[config.mk]
export PLATFORM = sky130hd
export DESIGN_NAME = gf24_scalarsquare_pipe
export DESIGN_NICKNAME = d
export VERILOG_FILES = /design/src/rtl/gf24_scalarsquare_pipe.sv
export SDC_FILE = /design/constraint.sdc
export NUM_CORES = 1
export LEC_CHECK = 0
export BUFFER_PORTS_ARGS = -buffer_cell sky130_fd_sc_hd__buf_2
export CAP_MARGIN = 30
export CORE_MARGIN = 2
export CORE_UTILIZATION = 40
export DETAILED_ROUTE_END_ITERATION = 8
export HOLD_SLACK_MARGIN = 0.06
export MAX_ROUTING_LAYER = met4
export SLEW_MARGIN = 20
export SYNTH_ARGS = -nofsm -noshare
export SYNTH_HDL_FRONTEND = slang
export SYNTH_SLANG_ARGS = --single-unit
[constraint.sdc]
create_clock -name clk -period 1.7 [get_ports clk]
set_input_delay 0.255 -clock clk [delete_from_list [all_inputs] [get_ports clk]]
set_output_delay 0.255 -clock clk [all_outputs]
set_load 0.02 [all_outputs]
[src/rtl/gf24_scalarsquare_pipe.sv]
// Share-wise GF(2^4) scalar-square unit (lambda*x^2, composite-field basis) with a
// per-beat mode select, carried through an elastic, globally stalled register pipeline.
module gf24_scalarsquare_pipe #(
  parameter int LANES  = 4,
  parameter int SHARES = 2,
  parameter int STAGES = 2
) (
  input  logic                      clk,
  input  logic                      rst,
  input  logic                      in_valid,
  output logic                      in_ready,
  input  logic [1:0]                in_mode,
  input  logic [LANES*SHARES*4-1:0] in_data,
  output logic                      out_valid,
  input  logic                      out_ready,
  output logic [LANES*SHARES*4-1:0] out_data,
  output logic                      busy
);

  localparam int NIBS = LANES * SHARES;
  localparam int W    = NIBS * 4;
  // The mode is consumed before the final register, so that slot never stores it.
  localparam int MODE_SLOTS = (STAGES == 1) ? 1 : STAGES - 1;

  typedef enum logic [1:0] {
    MODE_PASS = 2'd0,
    MODE_SQ   = 2'd1,
    MODE_SQSQ = 2'd2,
    MODE_XSQ  = 2'd3
  } mode_e;

  function automatic logic [3:0] sq_scale(input logic [3:0] x);
    return {x[2] ^ x[1] ^ x[0], x[3] ^ x[0], x[3], x[3] ^ x[2]};
  endfunction

  // Each nibble (one share of one lane) is transformed in isolation; shares never mix.
  function automatic logic [W-1:0] apply_mode(input logic [1:0] mode, input logic [W-1:0] d);
    logic [W-1:0] r;
    logic [3:0]   x;
    r = '0;
    for (int k = 0; k < NIBS; k++) begin
      x = d[4*k +: 4];
      case (mode_e'(mode))
        MODE_PASS: r[4*k +: 4] = x;
        MODE_SQ:   r[4*k +: 4] = sq_scale(x);
        MODE_SQSQ: r[4*k +: 4] = sq_scale(sq_scale(x));
        MODE_XSQ:  r[4*k +: 4] = x ^ sq_scale(x);
      endcase
    end
    return r;
  endfunction

  logic [STAGES-1:0]               vld_q, vld_d;
  logic [MODE_SLOTS-1:0][1:0]      mode_q, mode_d;
  logic [STAGES-1:0][W-1:0]        data_q, data_d;
  logic [W-1:0]                    fn_data;
  logic                            advance;

  assign advance   = out_ready | ~out_valid;
  assign in_ready  = advance;
  assign out_valid = vld_q[STAGES-1];
  assign busy      = |vld_q;
  assign fn_data   = apply_mode(mode_q[MODE_SLOTS-1], data_q[MODE_SLOTS-1]);
  assign out_data  = (STAGES == 1) ? fn_data : data_q[STAGES-1];

  always_comb begin
    // NOTE: every next-state signal gets a hold default first so no path infers a latch.
    vld_d  = vld_q;
    mode_d = mode_q;
    data_d = data_q;
    if (advance) begin
      vld_d[0] = in_valid;
      if (in_valid) begin
        mode_d[0] = in_mode;
        data_d[0] = in_data;
      end
      for (int i = 1; i < MODE_SLOTS; i++) mode_d[i] = mode_q[i-1];
      for (int i = 1; i < STAGES; i++) begin
        vld_d[i]  = vld_q[i-1];
        data_d[i] = (i == STAGES - 1) ? fn_data : data_q[i-1];
      end
    end
  end

  always_ff @(posedge clk) begin
    // NOTE: payload registers are cleared too, so out_data reads 0 straight after reset.
    if (rst) begin
      vld_q  <= '0;
      mode_q <= '0;
      data_q <= '0;
    end else begin
      // NOTE: non-blocking assignments keep every slot sampling pre-edge values.
      vld_q  <= vld_d;
      mode_q <= mode_d;
      data_q <= data_d;
    end
  end

endmodule

# Word-level counts from Yosys, hierarchy flattened
# Cells that the tools add are included.
# word_totals
inputBits,38
wordCells,92
ff_bits,68
# classes
muxes,8
bitwise,74
n_reduce_logical,3
eq_ne,3
# ops
op,n
case mux 4 bit (4 select lines),8
bitwise XOR 1 bit,64
bitwise XOR 4 bit,8
"equality test 2 bit, second input constant",2
"equality test 2 x 1 -> 1 bit, second input constant",1
logical NOT 2 bit,1
AND reduction 2 bit,1
OR reduction 2 bit,1
inverter 1 bit,1
bitwise OR 1 bit,1

# Depth between registers and ports, before layout
# Gate-level depths: netlist (run 1).
# logic_depth
ltp_word,4
ltp_mapped,8
depth_no_buf,5

# Worst setup path after synthesis (run 1)
# Ideal clock, no wire load.
# synth_path
path_type,register to register
start,register vld_q[1]
end,register data_q (netlist bit out_data[18])
t_required_ns,1.546
setup_ns,0.154
path_buffers,3
path_slack_ns,0.076
stages_incl_launch_ff,7
period_less_slack_ns,1.624
arrival_ns,1.470
path_cell_list,dfxtp_1 nor2b_1 buf_2 inv_2 buf_2 clkbuf_1 a311oi_1
# synth_between
elab_chain_len,2
# synth_rtl
item,line_no,rtl
start: declaration,53,"logic [STAGES-1:0] vld_q, vld_d;"
start signal: assignment,93,vld_q <= vld_d;
inverter 1 bit,59,assign advance = out_ready | ~out_valid;
bitwise OR 1 bit,59,
via in_ready,11,"output logic in_ready,"
end signal: assignment,95,data_q <= data_d;
end: declaration,55,"logic [STAGES-1:0][W-1:0] data_q, data_d;"
# The timed path passes the listed nets, and every way through them passes these cells.
# A chain may end at the register's enable or synchronous reset.

# Final worst setup path (run 1)
# layout_path
start,register vld_q[1]
end,output port in_ready
# layout_between
elab_chain_len,2
# layout_rtl
item,line_no
inverter 1 bit,59
bitwise OR 1 bit,59
end: declaration,11
# No other way between the ends.

==> results by group, run 1 <==
Critical path
  – Launching point of the worst reg2reg path: data_q[22]$_SDFFE_PP0P_
  – Kind of capture point of the worst setup path: primary output
  – Reg2reg path depth: 4
  – Worst EP arrival: 1.31 ns
  – Largest fanout on the critical path: 21
  – Critical Path Start Type: register
  – Critical path data required time: between 1 and 1.5 ns
  – Buffers plus inverters on the worst setup path: 3
  – Standard cell with the maximum stage delay on the critical path: sky130_fd_sc_hd__dfxtp_1
  – Worst-path cell chain: nor2b_4 > inv_4 > buf_12 > buf_2
  – WS Path Type: reg2out
  – Capturing point of the worst reg2reg path: out_data[20]$_SDFFE_PP0N_
  – Largest stage delay on the critical path: 0.32 ns
  – Setup slack of the worst register-to-register path: about 0.15 ns
  – Top Family by Delay on Critical Path: buffers and inverters

Layout
  – Layout area overhead: 11.3%
  – Share of final-layout standard cells stronger than drive strength 1: 0.229
  – Final antenna diode count: 0
  – Nets@finish: 622
  – Finished Layout Cells: between 700 and 800
  – Fin area: 0.00487 mm²
  – Layout Utilization: 0.454

Routing
  – Via count: approximately 3800
  – Total detailed-routing wirelength: 10900 µm
  – Drt initial violations: 166
  – Routed via count divided by cell count: between 5 and 6
  – Final ANT Viol Nets: 0
  – DRC Markers: 0
  – Drt pass-1 iters: 5
  – Per-cell routed wire length: between 10 and 15 µm

Place
  – Estimated wirelength of the detail-placed design: between 7000 and 8000 µm
  – PortBufs: 72
  – Placer's final routability congestion estimate: approximately 0.82
  – Cell Area, Placed: 0.00466 mm²
  – Count of placed standard cells including taps: 713

Die
  – Placeable Area: between 0.01 and 0.015 mm²
  – # rows: 38
  – Initial Utilization: 0.407
  – Floorplan die area: 0.0118 mm²
  – Overall die height: 109 µm
  – Die extent in x: 109 µm
  – Io pins: 73

Global routing
  – GR Util All Layers: 0.198
  – First-pass GRT wire length: approximately 18000 µm
  – Vias in the first global route: 3646
  – Final global-route overflow total: 0
  – Largest net degree at the start of global routing: 30
  – Antenna violations before repair: 0

Min path
  – Hold Crit Start: in_data[3]
  – Min-delay worst type: in2reg
  – Min-Delay Endpoint: data_q[3]$_SDFFE_PP0P_
  – Number of instances on the worst hold path: 3

Timing
  – Final critical delay including setup and external delays: 1.57 ns
  – Final period util: 0.921
  – Relative max-transition margin: 0.717
  – FMAX: 639 MHz
  – Worst slew pin tran: 0.413 ns
  – Unrepaired setup endpoints after global routing: no
  – Post-Route Setup TNS: 0 ns
  – Number of failing setup endpoints in the final timing report: 0
  – Final Max Slew Viols: 0
  – Hold violation total from the final report: 0
  – Post-Route Skew: 0.0137 ns

Clock network
  – Clock transition at the registers of the reported paths: 0.08 ns
  – CTS Root Cell: sky130_fd_sc_hd__clkbuf_8
  – Insertion delay of the later-clocked pin in the worst-skew pair: 0.36 ns
  – CTS tree: yes
  – Num Clock Sinks: 68
  – Clock buffer count from CTS: 9
  – Maximum clock path buffer count: 2
  – Number of H-tree levels: 3
  – Post-CTS setup buffer count: 0

Synth
  – Count of flip-flops with a built-in enable after synthesis: 0
  – Net Count, Synth: 600
  – Count of state elements after synthesis: 68
  – Area share of the largest cell type after synthesis: 0.311
  – Async S/R FF share, synth: 0
  – Post-synth top area cell: sky130_fd_sc_hd__dfxtp_1
  – Sequential-to-total area share from yosys stat: 0.311
  – Netlist area before placement: 0.00438 mm²
  – Synth area leaders: sky130_fd_sc_hd__dfxtp_1 31%, sky130_fd_sc_hd__nand2_1 8.2%, sky130_fd_sc_hd__buf_4 6.0%
  – Yosys synthesis warning count: 0
  – Syn avg cell area: between 7 and 8 µm²
  – Most common flop cell mapped by yosys: sky130_fd_sc_hd__dfxtp_1
  – Mapped Cells: 562
  – Most frequent cell after synthesis: sky130_fd_sc_hd__nand2_1
  – Most common library cells after synthesis: 96 x sky130_fd_sc_hd__nand2_1, 68 x sky130_fd_sc_hd__dfxtp_1, 50 x sky130_fd_sc_hd__a21oi_1
  – Number of distinct library cells after synthesis: 57

Pwr
  – Power density relative to cell area: 865 mW/mm²
  – Leakage Power: about 0.0021 µW
  – Worst ir drop on vdd: ~440 µV

Run
  – MaxCap Viol Count: 0

Status
  – Run status: finished clean
## worst reg2reg max path, delay by kind of cell, from the launching register on
kind / cells / cell delay [ns]
xor+xnor: 2 / 0.58
flops: 1 / 0.49
compound gates: 2 / 0.38
## power breakdown
group	internal [µW]	leakage [µW]	switching (µW)	total, µW
registers	1710	0.000561	131	1840
clock network	747	0.000109	649	1400
logic	433	0.00141	547	980
## routing by layer
metal / up-vias / share of wire / track usage
met5: - / 0 / -
met4: 0 / 0.016 / 0.0723
li1: 1942 / - / -
met2: 96 / 0.45 / 0.295
met1: 1772 / 0.47 / 0.263
met3: 14 / 0.059 / 0.0448
## cells by family after synthesis
kind of cell | Yosys count | share of synthesized area
XOR/XNOR | 53 | 0.114
AND/OR/NAND/NOR | 185 | 0.184
AO/OA/AOI/OAI | 135 | 0.213
multiplexers | 22 | 0.0523
buffers and inverters | 99 | 0.125
flip-flops | 68 | 0.311
## flip-flops by register name, summed over array words and instances, names as in the netlist
signal and flops:
out_data 32, data_q 32, mode_q 2, vld_q 2
## stage by stage
stage,setup slack (ns),power (µW),hold WS (ns)
global placement,0.172,2820,0.455
global route,0.00857,4450,0.121
floorplan,0.0763,2650,0.391
detailed placement,0.110,2850,0.447
finish,0.134,4220,0.124
CTS,0.0702,4230,0.115
## layout make-up
class,instances,area (µm²)
repair buffers,102,623
multi-input cells,395,2480
flip-flops and latches,68,1370
well taps,140,175
fillers,1116,5870
inverters,8,32.5
clock buffers,11,151
clock inverters,5,50.0
## placed cells by master (no fill, tap or decap), types with 3 or more instances in the layout
cell type	n
sky130_fd_sc_hd__nand2_1	96
sky130_fd_sc_hd__clkinv_2	4
sky130_fd_sc_hd__nand2b_1	4
sky130_fd_sc_hd__and2_1	4
sky130_fd_sc_hd__nor4_1	4
sky130_fd_sc_hd__buf_2	72
sky130_fd_sc_hd__a21oi_1	50
sky130_fd_sc_hd__mux2_2	3
sky130_fd_sc_hd__dfxtp_2	3
sky130_fd_sc_hd__a211oi_1	11
sky130_fd_sc_hd__or2_0	3
sky130_fd_sc_hd__nand3_1	6
sky130_fd_sc_hd__a311oi_1	8
sky130_fd_sc_hd__a221oi_1	14
sky130_fd_sc_hd__mux2i_1	15
sky130_fd_sc_hd__inv_1	6
sky130_fd_sc_hd__buf_4	27
sky130_fd_sc_hd__o21ai_1	9
sky130_fd_sc_hd__dfxtp_1	65
sky130_fd_sc_hd__or2_1	5
sky130_fd_sc_hd__nor2_1	41
sky130_fd_sc_hd__clkbuf_8	11
sky130_fd_sc_hd__a22oi_1	4
sky130_fd_sc_hd__xor2_1	25
sky130_fd_sc_hd__a2111oi_0	4
sky130_fd_sc_hd__buf_12	3
sky130_fd_sc_hd__mux2_1	4
sky130_fd_sc_hd__xnor2_1	24
sky130_fd_sc_hd__nor2b_1	8
sky130_fd_sc_hd__o21ai_0	3
sky130_fd_sc_hd__o211ai_1	8
sky130_fd_sc_hd__nor3_1	6
## what timing repair did
item                       4_1_cts  5_1_grt
resized for setup                1        4
setup endpoints to repair        1        4
hold buffers                     0        0
## how the worst max path moves through the flow
stage,start,to,slack (ns),depth (start not counted)
2_1_floorplan,vld_q[1]$_SDFFE_PP0N_,out_data[18]$_SDFFE_PP0N_,0.08,6
6_report,vld_q[1]$_SDFFE_PP0N_,in_ready,0.13,4
3_5_place_dp,mode_q[1]$_SDFFE_PP0P_,out_data[14]$_SDFFE_PP0N_,0.11,5
3_3_place_gp,mode_q[1]$_SDFFE_PP0P_,out_data[22]$_SDFFE_PP0N_,0.17,5
5_1_grt,data_q[24]$_SDFFE_PP0P_,out_data[25]$_SDFFE_PP0N_,0.009,4
4_1_cts,vld_q[1]$_SDFFE_PP0N_,in_ready,0.07,4
Note: power is estimated with default switching activity, not from simulation.
==> run 2, diff against run 1 <==
CAP_MARGIN = 20   (was 30)
REMOVE_ABC_BUFFERS = 1   (was default)
==> run 2 against run 1 <==
Via count shrank 1.7%. Core utilization decreased by 0.41 points. Hold slack gained 0.0013 ns. Final cell count unchanged. Non-clock buffer count did not move. Sequential power is essentially flat. Flip-flop and latch count did not move.
==> results by group, run 2 (synthesized netlist as in run 1, its figures left out) <==
Status
  – Run status: finished clean

Min path
  – Hold Crit Start: in_data[16]
  – Min-delay worst type: in2reg

Clock network
  – Clock buffer count from CTS: 9 (unchanged)
  – Maximum clock path buffer count: 2 (unchanged)
  – Hold buffer count at CTS: 0 (unchanged)
  – Insertion delay of the later-clocked pin in the worst-skew pair: 0.36 ns (about the same)
  – Post-CTS setup buffer count: 0 (unchanged)
  – Number of H-tree levels: 3 (unchanged)
  – Num Clock Sinks: 68 (unchanged)
  – Number of instances resized during post-cts repair: 0 (-1)
  – CTS tree: yes
  – CTS Root Cell: sky130_fd_sc_hd__clkbuf_8
  – Clock transition at the registers of the reported paths: 0.08 ns (about the same)

Critical path
  – Reg2reg path depth: 4 (unchanged)
  – Path length in cells of the critical path: 4 (unchanged)
  – Standard cell with the maximum stage delay on the critical path: sky130_fd_sc_hd__dfxtp_1
  – Largest stage delay on the critical path: 0.31 ns (about the same)
  – Capturing point of the worst reg2reg path: out_data[14]$_SDFFE_PP0N_
  – Buffers plus inverters on the worst setup path: 3 (unchanged)
  – End point of the critical path: in_ready
  – Launching point of the worst reg2reg path: mode_q[0]$_SDFFE_PP0P_
  – Setup slack of the worst register-to-register path: 0.1 ns (-0.05 ns)
  – Kind of capture point of the worst setup path: primary output
  – Critical path origin: vld_q[1]$_SDFFE_PP0N_
  – WS Path Type: reg2out
  – Top Family by Delay on Critical Path: buffers and inverters
  – Worst EP arrival: 1.35 ns (+0.04 ns)
  – Critical path data required time: 1.44 ns (about the same)
  – Critical Path Start Type: register
  – Largest fanout on the critical path: 34 (+62%)
  – Worst-path cell chain: nor2b_2 > inv_2 > buf_12 > buf_2

Timing
  – Post-Route Skew: 0.0122 ns (-0.00150 ns)
  – Worst Hold Margin: 0.125 ns (+0.00130 ns)
  – Final Max Slew Viols: 0 (unchanged)
  – Relative max-transition margin: 0.711 (-0.00687)
  – FMAX: 624 MHz (-2.3%)
  – Final critical delay including setup and external delays: 1.60 ns (+0.0376 ns)
  – Number of failing setup endpoints in the final timing report: 0 (unchanged)
  – Final period util: 0.943 (+0.0221)
  – Hold violation total from the final report: 0 (unchanged)
  – Worst slew pin tran: 0.423 ns (+0.0100 ns)
  – Unrepaired setup endpoints after global routing: no
  – Post-Route Setup TNS: 0 ns (unchanged)

Layout
  – Most frequent standard cell in the layout excluding fill and tap cells: sky130_fd_sc_hd__nand2_1
  – Finished Layout Cells: 729 (unchanged)
  – Share of final-layout standard cells stronger than drive strength 1: 0.224 (-0.00509)
  – Layout area overhead: 10.3%
  – Top library cells by usage in the layout, fill and taps aside: 96 x sky130_fd_sc_hd__nand2_1, 72 x sky130_fd_sc_hd__buf_2, 64 x sky130_fd_sc_hd__dfxtp_1, 50 x sky130_fd_sc_hd__a21oi_1, 41 x sky130_fd_sc_hd__nor2_1
  – Final antenna diode count: 0 (unchanged)
  – Combined area of the multi-input logic cells: 0.00247 mm² (-0.15%)
  – Fin area: 0.00483 mm² (-0.90%)
  – Nets@finish: 622 (unchanged)
  – Fill count: 1121 (+0.45%)
  – Storage cell area: 0.00137 mm² (about the same)

Routing
  – Final ANT Viol Nets: 0 (unchanged)
  – Routed via count divided by cell count: 5.16 (-1.7%)
  – Total detailed-routing wirelength: 10700 µm (-2.3%)
  – DRC Markers: 0 (unchanged)
  – Drt pass-1 iters: 4 (-1)
  – Drt initial violations: 142 (-14%)
  – Per-cell routed wire length: 14.6 µm (-2.3%)
  – Via count: 3760 (-1.7%)

Place
  – Estimated wirelength of the detail-placed design: 7590 µm (-2.7%)
  – Cell Area, Placed: 0.00466 mm² (about the same)
  – Placer's final routability congestion estimate: 0.813 (-0.91%)
  – Count of placed standard cells including taps: 713 (unchanged)
  – PortBufs: 72 (unchanged)

Die
  – Io pins: 73 (unchanged)
  – # rows: 38 (unchanged)
  – Overall die height: 109 µm (unchanged)
  – Floorplan die area: 0.0118 mm² (unchanged)
  – Initial Utilization: 0.407 (unchanged)
  – Die extent in x: 109 µm (unchanged)
  – Placeable Area: 0.0107 mm² (unchanged)

Pwr
  – Leakage Power: 0.00206 µW (-1.1%)
  – Total Power: 3990 µW (-5.5%)
  – Power density relative to cell area: 825 mW/mm² (-4.6%)
  – Worst ir drop on vdd: 376 µV (-15%)

Run
  – MaxCap Viol Count: 0 (unchanged)

Global routing
  – Vias in the first global route: 3628 (-0.49%)
  – First-pass GRT wire length: 17500 µm (-1.7%)
  – GR Util All Layers: 0.193 (-0.00464)
  – Antenna violations before repair: 0 (unchanged)
  – Largest net degree at the start of global routing: 40 (+33%)
  – Final global-route overflow total: 0 (unchanged)
-- run 2: power by group --
group / switching, µW / total (µW) / internal, µW / leakage (µW)
Clock: 604 / 1170 / 567 / 0.0000844
Sequential: 135 / 1850 / 1710 / 0.000561
Combinational: 535 / 968 / 433 / 0.00141
-- run 2: worst min-delay path by stage --
stage | cells after the start | slack, ns | to
2_1_floorplan | 1 | 0.32 | out_data[9]$_SDFFE_PP0N_
3_3_place_gp | 2 | 0.44 | out_data[26]$_SDFFE_PP0N_
3_5_place_dp | 2 | 0.45 | out_data[26]$_SDFFE_PP0N_
4_1_cts | 3 | 0.13 | data_q[19]$_SDFFE_PP0P_
5_1_grt | 3 | 0.13 | data_q[20]$_SDFFE_PP0P_
6_report | 3 | 0.12 | data_q[16]$_SDFFE_PP0P_
-- run 2: final cells by class --
type | count | area share
Sequential cell | 68 | 0.283
Tap cell | 140 | 0.0363
Timing Repair Buffer | 102 | 0.129
Clock buffer | 14 | 0.0316
Inverter | 8 | 0.00622
Clock inverter | 2 | 0.00207
Multi-Input combinational cell | 395 | 0.512
-- run 2: routing by layer --
| layer | global-route usage | vias to the layer above | routed length (µm) |
|---|---|---|---|
| li1 | - | 1937 | - |
| met2 | 0.317 | 73 | 5210 |
| met1 | 0.239 | 1741 | 4950 |
| met5 | - | - | 0 |
| met3 | 0.0406 | 9 | 391 |
| met4 | 0.0595 | 0 | 109 |
-- run 2: worst register-to-register path: cells and delay by family, from the launching register on --
kind	cells	cell delay (ns)
multiplexers	2	0.63
flip-flops	1	0.48
AO/OA/AOI/OAI	2	0.37
-- run 2: per-stage QoR --
step	setup slack, ns	util
floorplan	-1.36	-
global placement	0.155	0.434
detailed placement	0.0719	0.434
CTS	0.0539	0.449
global route	0.00136	0.450
finish	0.0967	0.450
==> run 3, diff against run 2 <==
RECOVER_POWER = 50   (was default)
==> run 3 against run 2 <==
Register-to-register slack about the same. First-iteration DRC count rose by 18%. Critical path depth did not move. Clock skew about the same. Via count barely moved. Flip-flop and latch count is the same. Critical endpoint unchanged. Largest power group unchanged.
==> results by group, run 3 (synthesized netlist as in run 1, its figures left out) <==
Status
  – Run status: finished clean

Critical path
  – Critical path origin: vld_q[1]$_SDFFE_PP0N_
  – Critical path data required time: 1.44 ns (about the same)
  – Critical Path Start Type: register
  – Worst EP arrival: 1.36 ns (about the same)
  – Kind of capture point of the worst setup path: primary output
  – Largest fanout on the critical path: 34 (unchanged)
  – WS Path Type: reg2out
  – Launching point of the worst reg2reg path: mode_q[0]$_SDFFE_PP0P_

Pwr
  – Power density relative to cell area: 831 mW/mm² (+0.75%)
  – Leakage Power: 0.00192 µW (-6.9%)
  – Total Power: 3970 µW (-0.50%)
  – Worst ir drop on vdd: 375 µV (-0.16%)

Die
  – # rows: 38 (unchanged)
  – Overall die height: 109 µm (unchanged)
  – Placeable Area: 0.0107 mm² (unchanged)
  – Io pins: 73 (unchanged)
  – Die extent in x: 109 µm (unchanged)
  – Floorplan die area: 0.0118 mm² (unchanged)
  – Initial Utilization: 0.407 (unchanged)

Place
  – Estimated wirelength of the detail-placed design: 7590 µm (unchanged)
  – PortBufs: 72 (unchanged)
  – Count of placed standard cells including taps: 713 (unchanged)
  – Placer's final routability congestion estimate: 0.813 (unchanged)

Timing
  – Number of failing setup endpoints in the final timing report: 0 (unchanged)
  – FMAX: 617 MHz (-1.0%)
  – Unrepaired setup endpoints after global routing: no
  – Hold violation total from the final report: 0 (unchanged)
  – Final period util: 0.953 (+0.00969)
  – Final Max Slew Viols: 0 (unchanged)
  – Worst slew pin tran: 0.493 ns (+0.0698 ns)
  – Post-Route Skew: 0.0120 ns (-0.000230 ns)
  – Relative max-transition margin: 0.671 (-0.0392)
  – Final critical delay including setup and external delays: 1.62 ns (+0.0165 ns)

Clock network
  – Clock transition at the registers of the reported paths: 0.08 ns (about the same)
  – CTS tree: yes
  – Insertion delay of the later-clocked pin in the worst-skew pair: 0.36 ns (about the same)
  – Post-CTS setup buffer count: 0 (unchanged)
  – CTS Root Cell: sky130_fd_sc_hd__clkbuf_8
  – Num Clock Sinks: 68 (unchanged)
  – Maximum clock path buffer count: 2 (unchanged)
  – Number of H-tree levels: 3 (unchanged)
  – Clock buffer count from CTS: 9 (unchanged)

Run
  – MaxCap Viol Count: 0 (unchanged)

Min path
  – Min-delay worst type: in2reg
  – Hold Crit Start: in_data[16]

Global routing
  – GR Util All Layers: 0.193 (unchanged)
  – Final global-route overflow total: 0 (unchanged)
  – Antenna violations before repair: 0 (unchanged)
  – Largest net degree at the start of global routing: 40 (unchanged)
  – First-pass GRT wire length: 17500 µm (unchanged)
  – Vias in the first global route: 3628 (unchanged)

Routing
  – Drt pass-1 iters: 4 (unchanged)
  – Per-cell routed wire length: 14.6 µm (about the same)
  – Final ANT Viol Nets: 0 (unchanged)
  – DRC Markers: 0 (unchanged)
  – Drt initial violations: 167 (+18%)
  – Via count: 3758 (-0.053%)
  – Total detailed-routing wirelength: 10700 µm (about the same)
  – Routed via count divided by cell count: 5.16 (about the same)

Layout
  – Layout area overhead: 8.97%
  – Top library cells by usage in the layout, fill and taps aside: 96 x sky130_fd_sc_hd__nand2_1, 64 x sky130_fd_sc_hd__dfxtp_1, 50 x sky130_fd_sc_hd__a21oi_1, 41 x sky130_fd_sc_hd__nor2_1, 39 x sky130_fd_sc_hd__buf_2
  – Most frequent standard cell in the layout excluding fill and tap cells: sky130_fd_sc_hd__nand2_1
  – Nets@finish: 622 (unchanged)
  – Finished Layout Cells: 729 (unchanged)
  – Layout Utilization: 0.444 (-0.00559)
  – Share of final-layout standard cells stronger than drive strength 1: 0.165 (-0.0594)
  – Final antenna diode count: 0 (unchanged)
  – Fill count: 1138 (+1.5%)
-- run 3: metrics by stage --
step / TNS [ns] / hold WS (ns) / setup slack, ns / cell area, µm²
2_1_floorplan: -69.58 / 0.320 / -1.36 / 3860
3_3_place_gp: 0 / 0.445 / 0.155 / 4660
3_5_place_dp: 0 / 0.445 / 0.0719 / 4660
4_1_cts: 0 / 0.127 / 0.0539 / 4830
5_1_grt: 0 / 0.130 / 0.00136 / 4770
6_report: 0 / 0.124 / 0.0802 / 4770
-- run 3: routing by layer --
layer | up-vias | routed length [µm] | track usage
li1 | 1938 | - | -
met1 | 1737 | 4950 | 0.239
met2 | 74 | 5180 | 0.317
met3 | 9 | 421 | 0.0406
met4 | 0 | 109 | 0.0595
met5 | - | 0 | -
-- run 3: where the power goes --
group | switching (µW) | internal [µW]
sequential | 137 | 1710
combinational | 533 | 409
clock | 608 | 567
-- run 3: worst paths after layout --
| kind | to | slack [ns] | cells after the start |
|---|---|---|---|
| worst max-delay path | in_ready | 0.08 | 4 |
| worst min-delay path | data_q[16]$_SDFFE_PP0P_ | 0.12 | 3 |
| worst max register to register | out_data[18]$_SDFFE_PP0N_ | 0.10 | 5 |
| worst min register to register | out_data[26]$_SDFFE_PP0N_ | 0.46 | 2 |
-- run 3: timing repair --
item | in CTS | in global routing
resized for setup | 0 | 4
hold buffers | 0 | 0
setup endpoints to repair | 0 | 4
-- run 3: critical path, cell delays in order (launching register included) --
cell                      delay (ns)
sky130_fd_sc_hd__dfxtp_1        0.34
sky130_fd_sc_hd__nor2b_1        0.20
sky130_fd_sc_hd__inv_2          0.10
sky130_fd_sc_hd__buf_12         0.18
sky130_fd_sc_hd__buf_2          0.17
-- run 3: cell type report --
cell class	instances	area (µm²)	share of cell area
sequential	68	1370	0.286
timing repair buffer	102	566	0.119
clock buffer	14	153	0.0320
tap	140	175	0.0367
clock inverter	2	10.0	0.00210
multi-input combinational	395	2470	0.518
inverter	8	30.0	0.00629
